[src/rtl/mem_access.sv]
// Memory-access stage: issues loads/stores over a req/ack handshake, resolves branch/jump redirects,
// and registers writeback results. Latency 1 cycle for non-memory ops, ack+1 for memory ops.
module mem_access #(
  parameter int ADDR_W      = 32,
  parameter int LINK_OFFSET = 4
) (
  input  logic              clk,
  input  logic              rst_n,
  input  logic              valid_in,
  input  logic [31:0]       IR_in,
  input  logic [31:0]       ALU_in,
  input  logic              COMP_in,
  input  logic [31:0]       PC_in,
  input  logic [31:0]       B_in,
  output logic              stall,
  output logic              dmem_req,
  output logic              dmem_we,
  output logic [ADDR_W-1:0] dmem_addr,
  output logic [31:0]       dmem_wdata,
  output logic [3:0]        dmem_be,
  input  logic              dmem_ack,
  input  logic [31:0]       dmem_rdata,
  output logic              valid_out,
  output logic [31:0]       IR_out,
  output logic [31:0]       WB_out,
  output logic              rd_we,
  output logic [31:0]       PC_out,
  output logic              redirect,
  output logic [31:0]       redirect_pc,
  output logic              misalign
);

  localparam logic [6:0] OP_LOAD   = 7'b0000011;
  localparam logic [6:0] OP_STORE  = 7'b0100011;
  localparam logic [6:0] OP_BRANCH = 7'b1100011;
  localparam logic [6:0] OP_JAL    = 7'b1101111;
  localparam logic [6:0] OP_JALR   = 7'b1100111;

  typedef enum logic {S_IDLE, S_WAIT} state_t;
  state_t state;

  logic [31:0] ir_q;
  logic [31:0] pc_q;
  logic [1:0]  lane_q;

  logic [6:0]  opc;
  logic [2:0]  f3;
  logic        is_load, is_store, is_branch, is_jal, is_jalr, is_mem;
  logic        aligned, accept;
  logic [3:0]  be_n;
  logic [31:0] wdata_n;
  logic [31:0] link;
  logic [31:0] shifted;
  logic [31:0] load_data;

  assign opc       = IR_in[6:0];
  assign f3        = IR_in[14:12];
  assign is_load   = (opc == OP_LOAD);
  assign is_store  = (opc == OP_STORE);
  assign is_branch = (opc == OP_BRANCH);
  assign is_jal    = (opc == OP_JAL);
  assign is_jalr   = (opc == OP_JALR);
  assign is_mem    = is_load | is_store;
  assign link      = PC_in + 32'(LINK_OFFSET);

  // f3[1:0] encodes access size for both loads and stores; 10/11 are word.
  always_comb begin
    aligned = 1'b1;
    be_n    = 4'b1111;
    wdata_n = B_in;
    case (f3[1:0])
      2'b00: begin
        be_n    = 4'b0001 << ALU_in[1:0];
        wdata_n = {4{B_in[7:0]}};
      end
      2'b01: begin
        aligned = ~ALU_in[0];
        be_n    = 4'b0011 << {ALU_in[1], 1'b0};
        wdata_n = {2{B_in[15:0]}};
      end
      default: aligned = (ALU_in[1:0] == 2'b00);
    endcase
  end

  assign accept = valid_in & is_mem & aligned;
  assign stall  = (state == S_IDLE) ? accept : ~dmem_ack;

  assign shifted = dmem_rdata >> {lane_q, 3'b000};
  always_comb begin
    case (ir_q[14:12])
      3'b000:  load_data = {{24{shifted[7]}}, shifted[7:0]};
      3'b001:  load_data = {{16{shifted[15]}}, shifted[15:0]};
      3'b100:  load_data = {24'd0, shifted[7:0]};
      3'b101:  load_data = {16'd0, shifted[15:0]};
      default: load_data = dmem_rdata;
    endcase
  end

  always_ff @(posedge clk or negedge rst_n) begin
    if (!rst_n) begin
      state       <= S_IDLE;
      dmem_req    <= 1'b0;
      dmem_we     <= 1'b0;
      dmem_addr   <= '0;
      dmem_wdata  <= '0;
      dmem_be     <= '0;
      valid_out   <= 1'b0;
      IR_out      <= '0;
      WB_out      <= '0;
      rd_we       <= 1'b0;
      PC_out      <= '0;
      redirect    <= 1'b0;
      redirect_pc <= '0;
      misalign    <= 1'b0;
      ir_q        <= '0;
      pc_q        <= '0;
      lane_q      <= '0;
    end else begin
      case (state)
        S_IDLE: begin
          if (accept) begin
            state      <= S_WAIT;
            dmem_req   <= 1'b1;
            dmem_we    <= is_store;
            dmem_addr  <= {ALU_in[ADDR_W-1:2], 2'b00};
            dmem_wdata <= wdata_n;
            dmem_be    <= is_store ? be_n : 4'b1111;
            ir_q       <= IR_in;
            pc_q       <= PC_in;
            lane_q     <= ALU_in[1:0];
            valid_out  <= 1'b0;
            rd_we      <= 1'b0;
            redirect   <= 1'b0;
            misalign   <= 1'b0;
          end else begin
            // Non-memory ops and misaligned accesses retire directly.
            valid_out   <= valid_in;
            IR_out      <= IR_in;
            PC_out      <= PC_in;
            misalign    <= valid_in & is_mem;
            WB_out      <= is_mem ? 32'd0 : ((is_jal | is_jalr) ? link : ALU_in);
            rd_we       <= valid_in & ~is_mem & ~is_branch & (IR_in[11:7] != 5'd0);
            redirect    <= valid_in & ((is_branch & COMP_in) | is_jal | is_jalr);
            redirect_pc <= is_jalr ? (ALU_in & ~32'd1) : ALU_in;
          end
        end
        S_WAIT: begin
          if (dmem_ack) begin
            state     <= S_IDLE;
            dmem_req  <= 1'b0;
            valid_out <= 1'b1;
            IR_out    <= ir_q;
            PC_out    <= pc_q;
            WB_out    <= (ir_q[6:0] == OP_LOAD) ? load_data : 32'd0;
            rd_we     <= (ir_q[6:0] == OP_LOAD) & (ir_q[11:7] != 5'd0);
          end else begin
            valid_out <= 1'b0;
          end
          redirect <= 1'b0;
          misalign <= 1'b0;
        end
        default: state <= S_IDLE;
      endcase
    end
  end

endmodule
[config.mk]
export PLATFORM = sky130hd
export DESIGN_NAME = mem_access
export DESIGN_NICKNAME = d
export VERILOG_FILES = /design/src/rtl/mem_access.sv
export SDC_FILE = /design/constraint.sdc
export NUM_CORES = 1
export LEC_CHECK = 0
export ABC_AREA = 1
export CAP_MARGIN = 25
export CORE_AREA = 2 2 149 209
export DETAILED_ROUTE_END_ITERATION = 16
export DIE_AREA = 0 0 151 211
export PLACE_DENSITY = 0.77
export REMOVE_ABC_BUFFERS = 1
export SYNTH_ARGS = -nofsm -noshare
export SYNTH_HDL_FRONTEND = slang
export SYNTH_SLANG_ARGS = --single-unit
[constraint.sdc]
create_clock -name clk -period 1.6 [get_ports clk]
set_input_delay 0.32 -clock clk [delete_from_list [all_inputs] [get_ports clk]]
set_output_delay 0.32 -clock clk [all_outputs]
set_load 0.005 [all_outputs]
==> flow_metrics.py <==
metrics = {
    "clock_tree": {
        "clk_path_buf_depth": 3,
        "cts_tree": "done",
        "cts-root-buf": "clkbuf_16",
        "cts.clk_slew.worst_paths_ns": 0.07,
        "clock_sinks": 267,
        "clk_latency_ns": 0.57,
        "htree_levels": 1,
        "cts_buffers": 27,
    },
    "sta": {
        "skew_ns": 0.0249,
        "maxSlewViolCount": 0,
        "period_share": 1.10,
        "fin_crit_ns": 1.75,
        "setup-tns-final_ns": -4.27,
        "hold_violations": 0,
        "rsz0062_at_grt": "yes",
        "max_freq_ghz": 0.570,
        "setup_viol": 105,
        "worst_slack_ns": -0.155,
    },
    "detailed_routing": {
        "via_per_inst": 5.58,
        "routed_wl_um": 58700,
        "drc": 0,
        "drtPass1Iterations": 5,
        "antenna_left": 0,
        "drtIter0Drc": 1250,
        "wl_per_cell_um": 21.5,
        "vias": 15200,
    },
    "yosys": {
        "synth_top_cell_by_area": "dfrtp_1",
        "async_reset_ff_frac": 1.00,
        "synth_most_common_cell": "nand2_1",
        "netlist.area_leader.share": 0.512,
        "yosysSeqAreaShare": 0.512,
        "synthTopCellsByArea": "dfrtp_1 (51%), nand2_1 (17%), o21ai_0 (12%)",
        "syn_avg_cell_area_um2": 7.49,
        "ys_types": 34,
        "synth_edf_count": 0,
        "yosysWarningCount": 0,
        "synth-seq-cells": 267,
        "synth_area_um2": 13000,
        "synthCells": 1741,
        "yosys-top-cells-count": "nand2_1 (600), o21ai_0 (310), dfrtp_1 (267)",
        "synth_ff_type": "dfrtp_1",
    },
    "setup_path": {
        "crit_fanout": 14,
        "cp_data_required_time_ns": 2.03,
        "worstSetupPathType": "flop to flop",
        "crit_arrival_ns": 2.19,
        "worstSetupEndpointType": "flop",
        "crit_path_start_kind": "flop",
    },
    "placed_design": {
        "place_inst": 2568,
        "routabilityCongestion": 0.912,
        "numPortBuffers": 365,
        "dp_hpwl_um": 33600,
    },
    "flow_run": {
        "maxCapViolCount": 0,
    },
    "layout": {
        "nets": 2485,
        "final_cells": 2729,
        "syn_to_final_growth_pct": 68.5,
        "drive_gt1_frac": 0.270,
    },
    "die": {
        "fp.dieW_um": 151,
        "row_count": 75,
        "fp.dieH_um": 211,
        "ios": 368,
        "core_um2": 29800,
        "dieArea_um2": 31900,
        "initial_core_util": 0.437,
    },
    "pwr": {
        "ir_drop_uv": 785,
        "p_leak_nw": 10.8,
        "p_per_area_nw_per_um2": 1080,
    },
    "run_status": {
        "violations": "negative setup slack",
        "outcome": "complete, but fails checks",
    },
    "grt": {
        "antenna_found_initial": 7,
        "grt_max_degree": 67,
        "grt_pass1_wl_um": 81200,
        "grt_pass1_vias": 14900,
        "grt_use_total": 0.334,
        "gr-total-overflow": 0,
    },
    "worst_hold_path": {
        "min_path_type": "input pin to flop",
    },
}
-- area by class of cell --
class / count / area, um2
Tap cell: 385 / 482
Clock buffer: 35 / 776
Sequential cell: 267 / 6680
Antenna cell: 8 / 20.0
Clock inverter: 11 / 146
Timing Repair Buffer: 644 / 6720
Multi-Input combinational cell: 1226 / 6540
Timing Repair inverter: 1 / 11.3
Inverter: 152 / 598
Fill cell: 2033 / 7870
-- cells in the final DEF (no fill, tap or decap), types with 8 or more instances in the layout --
| cell | synthesis | final |
|---|---|---|
| nand2_2 | 3 | 90 |
| nand2_4 | 0 | 36 |
| clkdlybuf4s50_1 | 0 | 150 |
| buf_6 | 2 | 23 |
| o21ai_0 | 310 | 176 |
| nand2_1 | 600 | 476 |
| dlygate4sd2_1 | 0 | 205 |
| nor2_2 | 3 | 21 |
| a21oi_2 | 0 | 13 |
| buf_12 | 0 | 29 |
| buf_4 | 9 | 182 |
| diode_2 | 0 | 8 |
| inv_1 | 146 | 138 |
| clkbuf_8 | 0 | 8 |
| o21ai_1 | 19 | 62 |
| nor2_1 | 108 | 82 |
| buf_16 | 0 | 25 |
| nand3_2 | 1 | 19 |
| nand3_1 | 77 | 54 |
| nor2_4 | 1 | 9 |
| clkbuf_16 | 0 | 38 |
| o21ai_2 | 0 | 86 |
| a21oi_1 | 69 | 56 |
| inv_2 | 5 | 8 |
| dfrtp_1 | 267 | 266 |
-- final timing paths --
kind / end / from / cells past startpoint / slack (ns)
max: PC_out[12]$_DFFE_PN0P_ / state$_DFF_PN0_ / 8 / -0.15
min: pc_q[9]$_DFFE_PN0P_ / PC_in[9] / 3 / 0.19
max reg2reg: PC_out[12]$_DFFE_PN0P_ / state$_DFF_PN0_ / 8 / -0.15
min reg2reg: WB_out[4]$_DFFE_PN0P_ / WB_out[4]$_DFFE_PN0P_ / 2 / 0.47
max in group asynchronous: pc_q[27]$_DFFE_PN0P_ / rst_n / 3 / 0.64
min in group asynchronous: dmem_wdata[17]$_DFFE_PN0P_ / rst_n / 2 / 0.27
-- metrics by stage --
| step | hold WS [ns] | power [mW] | setup slack, ns | instance area [um2] | utilization |
|---|---|---|---|---|---|
| global placement | 0.270 | 16.0 | -0.735 | 18200 | 0.611 |
| detailed placement | 0.276 | 16.2 | -0.832 | 18200 | 0.611 |
| floorplan | 0.0244 | 11.4 | -2.99 | 12600 | - |
| finish | 0.192 | 23.6 | -0.155 | 22000 | 0.736 |
| CTS | 0.211 | 22.7 | -0.239 | 20700 | 0.692 |
| global route | 0.184 | 24.6 | -0.188 | 22000 | 0.736 |
-- flip-flops by register name, indices dropped and copies added, names as in the netlist --
| register | flops |
|---|---|
| rd_we | 1 |
| misalign | 1 |
| lane_q | 2 |
| ir_q | 32 |
| redirect | 1 |
| IR_out | 32 |
| state | 1 |
| pc_q | 32 |
| redirect_pc | 32 |
| PC_out | 32 |
| dmem_we | 1 |
| WB_out | 32 |
| dmem_be | 4 |
| valid_out | 1 |
| dmem_req | 1 |
| dmem_wdata | 32 |
| dmem_addr | 30 |
-- metal layers --
layer / GRT usage / routed length (um) / up-vias
li1: - / - / 6760
met1: 0.371 / 19800 / 7282
met2: 0.578 / 29100 / 874
met3: 0.0529 / 4490 / 305
met4: 0.236 / 5270 / 0
met5: 0 / 0 / -
-- what timing repair did --
| action | CTS | global route |
|---|---|---|
| hold buffers | 1 | 0 |
| gates cloned | 27 | 15 |
| resized for setup | 470 | 349 |
| pin swaps | 13 | 91 |
| buffers inserted | 56 | 28 |
| endpoints found under the setup margin | 394 | 220 |
| hold endpoints to repair | 33 | 0 |
-- cell families (layout without fill, tap and decap cells) --
group / Yosys count / after routing / share of synthesized area
AND/OR/NAND/NOR: 810 / 810 / 0.246
flip-flops: 267 / 267 / 0.512
adder cells (fa/ha/maj): 1 / 1 / 0.000959
AO/OA/AOI/OAI: 409 / 409 / 0.159
XOR/XNOR: 4 / 4 / 0.00269
other: 1 / 10 / 0.000288
buffers and inverters: 249 / 843 / 0.0785
-- power breakdown --
part | total [mW] | switching (mW) | internal [mW]
registers | 9.09 | 0.911 | 8.18
logic | 7.77 | 4.15 | 3.62
clock network | 6.77 | 2.88 | 3.89
-- worst max-delay path, stage by stage (launching register included) --
cell       delay, ns
dfrtp_2         0.44
buf_6           0.14
nand2_4         0.07
nand2_4         0.06
inv_4           0.06
buf_4           0.28
bufbuf_16       0.35
nand2_1         0.07
o21ai_0         0.14
(Power assumes the default switching activity.)
